$ cat config.mk
export PLATFORM = sky130hd
export DESIGN_NAME = spi_xfer_arbiter_flat
export DESIGN_NICKNAME = d
export VERILOG_FILES = /design/src/rtl/spi_xfer_arbiter_pkg.sv /design/src/rtl/spi_xfer_arbiter_if.sv /design/src/rtl/spi_xfer_arbiter_rr.sv /design/src/rtl/spi_xfer_arbiter.sv /design/src/flat_wrapper.sv
export SDC_FILE = /design/constraint.sdc
export NUM_CORES = 1
export LEC_CHECK = 0
export BUFFER_PORTS_ARGS = -buffer_cell sky130_fd_sc_hd__buf_2
export CORE_MARGIN = 2
export CORE_UTILIZATION = 48
export DETAILED_ROUTE_END_ITERATION = 10
export GPL_ROUTABILITY_DRIVEN = 0
export PLACE_DENSITY = 0.81
export SKIP_CTS_REPAIR_TIMING = 1
export SLEW_MARGIN = 15
export SYNTH_ARGS = -nofsm -noshare
export SYNTH_HDL_FRONTEND = slang
export SYNTH_SLANG_ARGS = --single-unit
export TNS_END_PERCENT = 50
$ cat constraint.sdc
create_clock -name clk -period 3.8 [get_ports clk]
set_clock_uncertainty 0.2 [all_clocks]
set_input_delay 0.19 -clock clk [delete_from_list [all_inputs] [get_ports clk]]
set_output_delay 0.19 -clock clk [all_outputs]
set_load 0.1 [all_outputs]
$ cat src/rtl/spi_xfer_arbiter_pkg.sv
// spi_xfer_arbiter_pkg
// Shared encodings for the SPI transfer arbiter:
//   state_e           - controller state encoding (3-bit)
//   DIV2..DIV16       - master clock-divide codes
//   LSB_FIRST/MSB_FIRST - bit-order selector values
package spi_xfer_arbiter_pkg;

  typedef enum logic [2:0] {
    ST_IDLE    = 3'd0,
    ST_START   = 3'd1,
    ST_WAIT_LO = 3'd2,
    ST_WAIT_HI = 3'd3,
    ST_WBACK   = 3'd4,
    ST_ABORT   = 3'd5
  } state_e;

  localparam logic [1:0] DIV2  = 2'd0;
  localparam logic [1:0] DIV4  = 2'd1;
  localparam logic [1:0] DIV8  = 2'd2;
  localparam logic [1:0] DIV16 = 2'd3;

  localparam logic LSB_FIRST = 1'b0;
  localparam logic MSB_FIRST = 1'b1;

endpackage

$ cat src/rtl/spi_xfer_arbiter_if.sv
// spi_xfer_arbiter_if
// Bundles the requester-side handshake and the SPI master control/data
// signals of the arbiter.
//   slave  - arbiter view: takes requests and master status, drives
//            grants, responses, chip selects and master controls.
//   master - environment view: requesters plus the SPI master itself.
interface spi_xfer_arbiter_if #(parameter int N_REQ = 4);

  logic [N_REQ-1:0]   req_valid;
  logic [8*N_REQ-1:0] req_data;
  logic [2*N_REQ-1:0] req_div;
  logic [N_REQ-1:0]   req_lsb_msb;
  logic [N_REQ-1:0]   req_ready;
  logic [N_REQ-1:0]   rsp_valid;
  logic [7:0]         rsp_data;
  logic               rsp_err;
  logic [N_REQ-1:0]   cs_n;
  logic               busy;
  logic               m_start;
  logic [7:0]         m_rdata;
  logic [1:0]         m_c_div;
  logic               m_lsb_msb;
  logic               m_write_back_finish;
  logic               m_rst_n;
  logic               m_ss;
  logic [7:0]         m_tdata;

  modport slave (
    input  req_valid, req_data, req_div, req_lsb_msb, m_ss, m_tdata,
    output req_ready, rsp_valid, rsp_data, rsp_err, cs_n, busy,
           m_start, m_rdata, m_c_div, m_lsb_msb, m_write_back_finish, m_rst_n
  );

  modport master (
    output req_valid, req_data, req_div, req_lsb_msb, m_ss, m_tdata,
    input  req_ready, rsp_valid, rsp_data, rsp_err, cs_n, busy,
           m_start, m_rdata, m_c_div, m_lsb_msb, m_write_back_finish, m_rst_n
  );

endinterface

$ cat src/rtl/spi_xfer_arbiter_rr.sv
// spi_rr_arbiter
// Combinational round-robin pick: the lowest-index request at or after
// ptr (wrapping) wins.
//   req   - request vector
//   ptr   - search start index (register lives in the parent)
//   en    - grant enable; no grant when low
//   grant - one-hot grant
//   idx   - binary index of the granted requester
module spi_rr_arbiter #(
  parameter int N_REQ = 4,
  localparam int IDX_W = (N_REQ > 1) ? $clog2(N_REQ) : 1
) (
  input  logic [N_REQ-1:0] req,
  input  logic [IDX_W-1:0] ptr,
  input  logic             en,
  output logic [N_REQ-1:0] grant,
  output logic [IDX_W-1:0] idx
);

  logic             found;
  logic [IDX_W-1:0] cand;

  always_comb begin
    grant = '0;
    idx   = '0;
    found = 1'b0;
    cand  = '0;
    for (int k = 0; k < N_REQ; k++) begin
      cand = IDX_W'((int'(ptr) + k) % N_REQ);
      if (en && !found && req[cand]) begin
        found       = 1'b1;
        grant[cand] = 1'b1;
        idx         = cand;
      end
    end
  end

endmodule

$ cat src/rtl/spi_xfer_arbiter.sv
// spi_xfer_arbiter
// Shares one 8-bit SPI master between N_REQ requesters, each owning one
// slave chip select. Grants round-robin, latches the winner's operands
// onto the master inputs, sequences start / ss / write_back_finish and
// returns the received byte.
// Ports:
//   clk, rst - system clock, asynchronous active-high reset
//   bus      - spi_xfer_arbiter_if.slave (requests, responses, cs_n,
//              busy and the SPI master control/data signals)
// Build option: SPI_ARB_TIMEOUT_EN adds a watchdog on START/WAIT_LO that
// aborts the transfer, pulses the master reset and answers with rsp_err.
//
// state      | meaning
// -----------+----------------------------------------------------------
// ST_IDLE    | no transfer; grant the next requester if any is valid
// ST_START   | m_start high until the master drops ss
// ST_WAIT_LO | shift in progress, wait for ss to return high
// ST_WAIT_HI | settle cycle; capture m_tdata
// ST_WBACK   | write_back_finish + rsp_valid pulse
// ST_ABORT   | watchdog abort: master reset 2 cycles, then error response
module spi_xfer_arbiter
  import spi_xfer_arbiter_pkg::*;
#(
  parameter int N_REQ          = 4,
  parameter int TIMEOUT_CYCLES = 1024,
  parameter int TO_W           = 16
) (
  input  logic                clk,
  input  logic                rst,
  spi_xfer_arbiter_if.slave   bus
);

  localparam int IDX_W = (N_REQ > 1) ? $clog2(N_REQ) : 1;

  if (N_REQ < 2 || N_REQ > 8 || TIMEOUT_CYCLES < 2 || TIMEOUT_CYCLES > (1 << TO_W))
  begin : g_param_check
    $error("spi_xfer_arbiter: parameter out of range");
  end

  state_e           state_q, state_d;
  logic [IDX_W-1:0] ptr_q, ptr_d;
  logic [IDX_W-1:0] gnt_q, gnt_d;
  logic [7:0]       rdata_q, rdata_d;
  logic [1:0]       c_div_q, c_div_d;
  logic             lsb_msb_q, lsb_msb_d;
  logic [7:0]       rsp_data_q, rsp_data_d;
  logic             ss_q;
  logic             rsp_fire;

  logic [N_REQ-1:0] arb_grant;
  logic [IDX_W-1:0] arb_idx;

`ifdef SPI_ARB_TIMEOUT_EN
  localparam logic [TO_W-1:0] TO_LOAD = TO_W'(TIMEOUT_CYCLES - 1);
  // Down-counter: the wait state times out in the cycle it reads zero.
  logic [TO_W-1:0] to_q, to_d;
  logic [1:0]      ab_q, ab_d;
`endif

  spi_rr_arbiter #(.N_REQ(N_REQ)) u_rr (
    .req   (bus.req_valid),
    .ptr   (ptr_q),
    .en    (state_q == ST_IDLE),
    .grant (arb_grant),
    .idx   (arb_idx)
  );

  always_ff @(posedge clk or posedge rst) begin
    if (rst) begin
      state_q    <= ST_IDLE;
      ptr_q      <= '0;
      gnt_q      <= '0;
      rdata_q    <= '0;
      c_div_q    <= '0;
      lsb_msb_q  <= 1'b0;
      rsp_data_q <= '0;
      ss_q       <= 1'b1;
`ifdef SPI_ARB_TIMEOUT_EN
      to_q       <= '0;
      ab_q       <= '0;
`endif
    end else begin
      state_q    <= state_d;
      ptr_q      <= ptr_d;
      gnt_q      <= gnt_d;
      rdata_q    <= rdata_d;
      c_div_q    <= c_div_d;
      lsb_msb_q  <= lsb_msb_d;
      rsp_data_q <= rsp_data_d;
      ss_q       <= bus.m_ss;
`ifdef SPI_ARB_TIMEOUT_EN
      to_q       <= to_d;
      ab_q       <= ab_d;
`endif
    end
  end

  always_comb begin
    state_d    = state_q;
    ptr_d      = ptr_q;
    gnt_d      = gnt_q;
    rdata_d    = rdata_q;
    c_div_d    = c_div_q;
    lsb_msb_d  = lsb_msb_q;
    rsp_data_d = rsp_data_q;
`ifdef SPI_ARB_TIMEOUT_EN
    to_d       = to_q;
    ab_d       = '0;
`endif
    case (state_q)
      ST_IDLE: begin
        if (|arb_grant) begin
          gnt_d     = arb_idx;
          ptr_d     = (arb_idx == IDX_W'(N_REQ - 1)) ? '0 : arb_idx + 1'b1;
          rdata_d   = bus.req_data[{arb_idx, 3'b000} +: 8];
          c_div_d   = bus.req_div[{arb_idx, 1'b0} +: 2];
          lsb_msb_d = bus.req_lsb_msb[arb_idx];
          state_d   = ST_START;
`ifdef SPI_ARB_TIMEOUT_EN
          to_d      = TO_LOAD;
`endif
        end
      end
      ST_START: begin
`ifdef SPI_ARB_TIMEOUT_EN
        to_d = to_q - 1'b1;
`endif
        if (!bus.m_ss) begin
          state_d = ST_WAIT_LO;
`ifdef SPI_ARB_TIMEOUT_EN
          to_d    = TO_LOAD;
`endif
        end
`ifdef SPI_ARB_TIMEOUT_EN
        else if (to_q == '0) state_d = ST_ABORT;
`endif
      end
      ST_WAIT_LO: begin
`ifdef SPI_ARB_TIMEOUT_EN
        to_d = to_q - 1'b1;
`endif
        if (bus.m_ss) state_d = ST_WAIT_HI;
`ifdef SPI_ARB_TIMEOUT_EN
        else if (to_q == '0) state_d = ST_ABORT;
`endif
      end
      ST_WAIT_HI: begin
        rsp_data_d = bus.m_tdata;
        state_d    = ST_WBACK;
      end
      ST_WBACK: state_d = ST_IDLE;
`ifdef SPI_ARB_TIMEOUT_EN
      ST_ABORT: begin
        rsp_data_d = '0;
        ab_d       = ab_q + 1'b1;
        if (ab_q == 2'd2) begin
          ab_d    = '0;
          state_d = ST_IDLE;
        end
      end
`endif
      default: state_d = ST_IDLE;
    endcase
  end

  always_comb begin
    rsp_fire = (state_q == ST_WBACK);
`ifdef SPI_ARB_TIMEOUT_EN
    rsp_fire = rsp_fire || (state_q == ST_ABORT && ab_q == 2'd2);
`endif
    bus.rsp_valid = '0;
    if (rsp_fire) bus.rsp_valid[gnt_q] = 1'b1;
    // cs_n follows the registered ss only for the owning slave.
    bus.cs_n = '1;
    if (state_q != ST_IDLE && state_q != ST_ABORT) bus.cs_n[gnt_q] = ss_q;
  end

  assign bus.req_ready           = arb_grant;
  assign bus.rsp_data            = rsp_data_q;
  assign bus.busy                = (state_q != ST_IDLE);
  assign bus.m_start             = (state_q == ST_START);
  assign bus.m_rdata             = rdata_q;
  assign bus.m_c_div             = c_div_q;
  assign bus.m_lsb_msb           = lsb_msb_q;
  assign bus.m_write_back_finish = (state_q == ST_WBACK);

`ifdef SPI_ARB_TIMEOUT_EN
  assign bus.m_rst_n = !(state_q == ST_ABORT && ab_q != 2'd2);
  assign bus.rsp_err = (state_q == ST_ABORT && ab_q == 2'd2);
`else
  assign bus.m_rst_n = 1'b1;
  assign bus.rsp_err = 1'b0;
`endif

endmodule
$ cat src/flat_wrapper.sv
// flat-port wrapper written by rule: the top's interface ports become plain ports
module spi_xfer_arbiter_flat import spi_xfer_arbiter_pkg::*;
#(
  parameter int N_REQ          = 4,
  parameter int TIMEOUT_CYCLES = 1024,
  parameter int TO_W           = 16
)
  (clk, rst, bus_req_valid, bus_req_data, bus_req_div, bus_req_lsb_msb, bus_m_ss, bus_m_tdata, bus_req_ready, bus_rsp_valid, bus_rsp_data, bus_rsp_err, bus_cs_n, bus_busy, bus_m_start, bus_m_rdata, bus_m_c_div, bus_m_lsb_msb, bus_m_write_back_finish, bus_m_rst_n);
  spi_xfer_arbiter_if #(.N_REQ(N_REQ)) bus_i ();
  input  logic clk;
  input  logic rst;
  input wire logic [$bits(bus_i.req_valid)-1:0] bus_req_valid;
  input wire logic [$bits(bus_i.req_data)-1:0] bus_req_data;
  input wire logic [$bits(bus_i.req_div)-1:0] bus_req_div;
  input wire logic [$bits(bus_i.req_lsb_msb)-1:0] bus_req_lsb_msb;
  input wire logic [$bits(bus_i.m_ss)-1:0] bus_m_ss;
  input wire logic [$bits(bus_i.m_tdata)-1:0] bus_m_tdata;
  output wire logic [$bits(bus_i.req_ready)-1:0] bus_req_ready;
  output wire logic [$bits(bus_i.rsp_valid)-1:0] bus_rsp_valid;
  output wire logic [$bits(bus_i.rsp_data)-1:0] bus_rsp_data;
  output wire logic [$bits(bus_i.rsp_err)-1:0] bus_rsp_err;
  output wire logic [$bits(bus_i.cs_n)-1:0] bus_cs_n;
  output wire logic [$bits(bus_i.busy)-1:0] bus_busy;
  output wire logic [$bits(bus_i.m_start)-1:0] bus_m_start;
  output wire logic [$bits(bus_i.m_rdata)-1:0] bus_m_rdata;
  output wire logic [$bits(bus_i.m_c_div)-1:0] bus_m_c_div;
  output wire logic [$bits(bus_i.m_lsb_msb)-1:0] bus_m_lsb_msb;
  output wire logic [$bits(bus_i.m_write_back_finish)-1:0] bus_m_write_back_finish;
  output wire logic [$bits(bus_i.m_rst_n)-1:0] bus_m_rst_n;
  assign bus_i.req_valid = bus_req_valid;
  assign bus_i.req_data = bus_req_data;
  assign bus_i.req_div = bus_req_div;
  assign bus_i.req_lsb_msb = bus_req_lsb_msb;
  assign bus_i.m_ss = bus_m_ss;
  assign bus_i.m_tdata = bus_m_tdata;
  assign bus_req_ready = bus_i.req_ready;
  assign bus_rsp_valid = bus_i.rsp_valid;
  assign bus_rsp_data = bus_i.rsp_data;
  assign bus_rsp_err = bus_i.rsp_err;
  assign bus_cs_n = bus_i.cs_n;
  assign bus_busy = bus_i.busy;
  assign bus_m_start = bus_i.m_start;
  assign bus_m_rdata = bus_i.m_rdata;
  assign bus_m_c_div = bus_i.m_c_div;
  assign bus_m_lsb_msb = bus_i.m_lsb_msb;
  assign bus_m_write_back_finish = bus_i.m_write_back_finish;
  assign bus_m_rst_n = bus_i.m_rst_n;
  spi_xfer_arbiter #(.N_REQ(N_REQ), .TIMEOUT_CYCLES(TIMEOUT_CYCLES), .TO_W(TO_W)) u_core (.clk(clk), .rst(rst), .bus(bus_i));
endmodule
== Word level (Yosys, flattened, before mapping) ==
Index checks and enable logic that the tools add are counted.

* $add $sub $neg: 4
* Magnitude comparators: 11
* Equal/unequal tests: 9
* Shift-type cells: 2
* Muxes and demuxes: 38
* Bitwise operators: 5
* Reduce and logical (&&, ||, !) cells: 21

{| class="wikitable"
|+ Operator list
! cell !! number
|-
| $shiftx 32x6->8 || 1
|-
| $mux 4 || 6
|-
| $lt 2x3->1 const B || 6
|-
| $or 4x4->4 || 4
|-
| $logic_and 1x1->1 || 13
|-
| $mux 1 || 13
|-
| $pmux 3 s4 || 1
|-
| $bmux 1 s2 || 5
|-
| $demux 1 s2 || 5
|-
| $ge 2x1->1 const B || 5
|-
| $mux 2 || 5
|-
| $mux 3 || 3
|-
| $shiftx 8x4->2 || 1
|-
| $eq 3x2->1 const B || 2
|-
| $add 2x1->2 const B || 2
|-
| $add 2x2->2 const B || 2
|-
| $ne 2x2->1 const B || 2
|-
| $not 4->4 || 1
|-
| $reduce_or 4->1 || 1
|-
| $eq 3x1->1 const B || 1
|-
| $eq 3x3->1 const B || 1
|-
| $logic_not 1->1 || 3
|-
| $logic_not 3->1 || 1
|-
| $ne 3x3->1 const B || 1
|-
| other kinds (5) || 5
|}

* Flip-flop bits (word level): 27
* Input port bits: 59
* Output and inout port bits: 36
* Word-level logic and storage cells: 98

== Logic depth before layout (Yosys ltp) ==
* Word-level depth: 19
* Mapped depth: 12
* Gate-level depth less buffers: 8

== Cells and area by module ==
From an unflattened synthesis, not the netlist that was laid out.

* Cells, all modules: 169
* Area total of the unflattened synthesis: 2044.5 sq um

{| class="wikitable"
|+ Modules (own cells, without submodules)
! module !! instances !! cells each !! area an instance (sq um) !! sequential area each (sq um)
|-
| spi_xfer_arbiter || 1 || 106 || 1512.7 || 676.9
|-
| spi_rr_arbiter || 1 || 63 || 531.8 || 0.0
|}

== Least setup slack after synthesis ==
Ideal clock, no wire load.

* Path type: register to output
* From: register u_core.state_q[1]
* To: output port bus_rsp_valid[2]
* Data arrival time: 2.944 ns
* Data required time: 3.410 ns
* Path slack: 0.466 ns
* Stages on the path, launching flop included: 5
* Path through: dfrtp_1 clkbuf_1 nor2_1 nand2_1 nor3b_1

* Word-level cells in the longest chain between the ends: 2

{| class="wikitable"
|+ RTL lines
! item !! RTL line !! source
|-
| start, declared || spi_xfer_arbiter.sv:40 || <nowiki>state_e state_q, state_d;</nowiki>
|-
| start signal, assigned || spi_xfer_arbiter.sv:83 || <nowiki>state_q <= state_d;</nowiki>
|-
| $eq 3x3->1 || spi_xfer_arbiter.sv:167 || <nowiki>rsp_fire = (state_q == ST_WBACK);</nowiki>
|-
| $mux 4 || spi_xfer_arbiter.sv:172 || <nowiki>if (rsp_fire) bus.rsp_valid[gnt_q] = 1'b1;</nowiki>
|-
| end, declared || flat_wrapper.sv:19 || <nowiki>output wire logic [$bits(bus_i.rsp_valid)-1:0] bus_rsp_valid;</nowiki>
|}

Every way passes these cells.

== Worst setup path in the final report ==
* From: register u_core.ptr_q[1]
* To: register u_core.rdata_q[4] (netlist: u_core.bus.m_rdata[4])

* Word-level cells in the longest chain between the ends: 18
* Elaborated cells between the ends (all ways): 58

{| class="wikitable"
|+ RTL lines
! item !! RTL line !! source
|-
| start, declared || spi_xfer_arbiter.sv:41 || <nowiki>logic [IDX_W-1:0] ptr_q, ptr_d;</nowiki>
|-
| start signal, assigned || spi_xfer_arbiter.sv:84 || <nowiki>ptr_q <= ptr_d;</nowiki>
|-
| parallel branches: the longest is 18 deep, another holds $add 2x1->2 || n/a ||
|-
| end signal, assigned || spi_xfer_arbiter.sv:86 || <nowiki>rdata_q <= rdata_d;</nowiki>
|-
| end, declared || spi_xfer_arbiter.sv:43 || <nowiki>logic [7:0] rdata_q, rdata_d;</nowiki>
|}

Several ways; the timed one is not identified. The select of a mux whose other input is x is not followed.
A chain may end at the register's enable or synchronous reset.

==> results.md <==
- Rows: 24
- Reg-to-Reg End: u_core.bus.m_rdata[4]$_DFFE_PP0P_
- Initial core utilization: 49.7%
- Hold WS: -0.0351 ns
- R2R Setup Slk: 0.28 ns
- Mapped cell area: 0.00216 sq mm
- CTS tree: built
- Syn_area_per_cell: 10.9 sq um
- Largest cells by area after synthesis: dfrtp_1 30%, mux2i_1 19%, mux2_2 7.3%, mux2_4 4.9%, ha_1 4.6%
- Synth Flop Type: dfrtp_1
- CTS Buf Count: 3
- First-pass GRT wire length: 7610 microns
- Chip width: 71.1 microns
- Routed WL: 4960 microns
- Synthesis Warnings: 0
- Largest net degree at the start of global routing: 28
- Post-layout instance area: 0.00275 sq mm
- CTS sink cnt: 27
- Antenna-violating nets left: 0
- Final critical-path share of the clock period: 92.6%
- Min-delay worst type: in -> async
- CTS max path bufs: 2
- Die area: 0.00506 sq mm
- Placed instance area: 0.00261 sq mm
- Crit-path max FO: 14
- FF-to-FF path depth: 8
- Total Nets Final: 360
- Max-cap violations: 0
- WL per Instance: 14.4 microns
- Fin. max-slew vios: 0
- Worst-skew pair later-pin latency: 0.27 ns
- Commonest cells post-synth: 40 x mux2i_1, 26 x dfrtp_1, 14 x mux2_2
- DRT iter0 DRCs: 104
- Via count: 1868
- Die extent in y: 71.1 microns
- Post-synth EDFFs: 0
- Vias in the first global route: 1667
- Failing checks: hold timing
- RSZ-0062 raised after global routing: false
- DR vias/cell: 5.43
- Synthesized flop and latch total: 27
- Final setup viols: 0
- Layout cells sized above 1: 44.5%
- PortBufs: 92
- Initial antenna violation count: 0
- Status: finished, violations left
- Worst-path clk slew: 0.10 ns
- Worst Setup End Kind: register
- Pre-antenna DRT Iters: 4
- # DRC: 0
- Area grow syn2layout: 27.3%
- Area share of the largest cell type after synthesis: 30.1%
- # H-tree levels: 1
- Total Routing Usage GR: 18.4%
- Cell taking the most area after synthesis: dfrtp_1
- Clock root cell: clkbuf_8
- Most instantiated library cell after synthesis: mux2i_1
- Startpoint Class: register
- Least-Margin Pin Slew: 1.17 ns
- Setup_tns: 0 ns
- Fmax: 0.284 GHz
- Crit path DAT: 3.49 ns
- Post-detail-place hpwl: 3540 microns
- Core ar.: 0.00435 sq mm
- Synthesized Nets: 266
- Fin crit period: 3.52 ns
- Congestion Overflow GR: 0
- IO Pins: 95
- Final Hold Vio Count: 26
- CP startpoint: u_core.ptr_q[1]$_DFFE_PP0P_
- Syn Inst Count: 199
- Worst r2r src: u_core.ptr_q[1]$_DFFE_PP0P_
- # diodes: 0
- Required time worst endpoint: 3.77 ns
- Post-synth ARST share: 100%
- Worst slew margin: 21.8%
- Seq/Total Area, Yosys: 31.3%
- Crit path capture: u_core.bus.m_rdata[4]$_DFFE_PP0P_
- CP Class: reg -> reg
- Post-synth cell types: 44
## metal layers
layer	share of wire (%)	global-route usage, %	vias up
li1	-	-	910
met1	44	23.5	877
met2	49	31.9	75
met3	5.8	3.70	6
met4	1.4	5.03	0
met5	0	0	-
## through the flow
step / instances / hold WS [ns] / utilization [%] / setup slack [ns]
3_5_place_dp: 331 / 0.132 / 60.0 / 0.283
6_report: 344 / -0.0351 / 63.2 / 0.279
3_3_place_gp: 331 / 0.130 / 60.0 / 0.420
5_1_grt: 344 / 0.0604 / 63.2 / 0.0964
4_1_cts: 335 / -0.165 / 61.1 / 0.277
2_1_floorplan: 199 / -0.00552 / - / 0.466
## cell families after synthesis
group | count (synthesis) | share of synthesized area (%)
XOR/XNOR | 1 | 0.405
multiplexers | 64 | 33.8
adder cells (fa/ha/maj) | 8 | 4.63
flip-flops | 27 | 31.3
AO/OA/AOI/OAI | 25 | 10.3
buffers and inverters | 23 | 6.08
other | 2 | 0.347
AND/OR/NAND/NOR | 49 | 13.1
## worst min path at each step
| stage | from | to |
|---|---|---|
| after global placement | bus_m_ss | u_core.ss_q$_DFF_PP1_ |
| final | rst | u_core.bus.m_rdata[7]$_DFFE_PP0P_ |
| after CTS | bus_m_ss | u_core.ss_q$_DFF_PP1_ |
| after floorplan | bus_m_ss | u_core.ss_q$_DFF_PP1_ |
| after detailed placement | bus_m_ss | u_core.ss_q$_DFF_PP1_ |
| after global routing | rst | u_core.state_q[1]$_DFFE_PP0P_ |
## worst max-delay path, stage by stage, from the launching register on
cell	delay (ns)
dfrtp_1	0.56
inv_1	0.20
ha_1	0.34
mux4_2	0.35
inv_1	0.13
a211oi_1	0.12
a2111oi_4	1.00
mux2i_1	0.19
mux2_2	0.31
## area by class of cell
class	instances	area, sq um
fillers	336	1600
flip-flops and latches	27	677
clock buffers	3	41.3
multi-input cells	149	1350
repair buffers	105	581
clock inverters	1	7.51
well taps	52	65.1
inverters	7	26.3
## layout by cell type (no fill, tap or decap), drive strengths merged, types with 2 or more instances in the layout
cell type    netlist  final
nor3b              3      3
ha                 8      8
and2               4      4
or3                2      2
mux4               2      2
nor2              11     11
o41ai              2      2
dlygate4sd3        0      9
nor4               2      2
conb               2      2
nand2              3      3
o21ai              5      5
a2111oi            2      2
clkbuf             1      3
nand2b             2      2
buf               15     96
a22oi              8      8
mux2              21     21
nand3b             3      3
a211oi             2      2
dfrtp             26     26
inv                7      7
mux2i             41     41
nor3               6      6
nor2b              8      8
a221oi             2      2
## registers in the layout (all words and copies together), names as in the netlist
signal and flops:
u_core.bus.rsp_data 8, u_core.bus.m_lsb_msb 1, u_core.ss_q 1, u_core.state_q 3, u_core.ptr_q 2, u_core.bus.m_c_div 2, u_core.bus.m_rdata 8, u_core.gnt_q 2
Power is left out: the tool's default activity adds up to more than one toggle a clock period on the data nets, which glitch-free logic cannot reach.
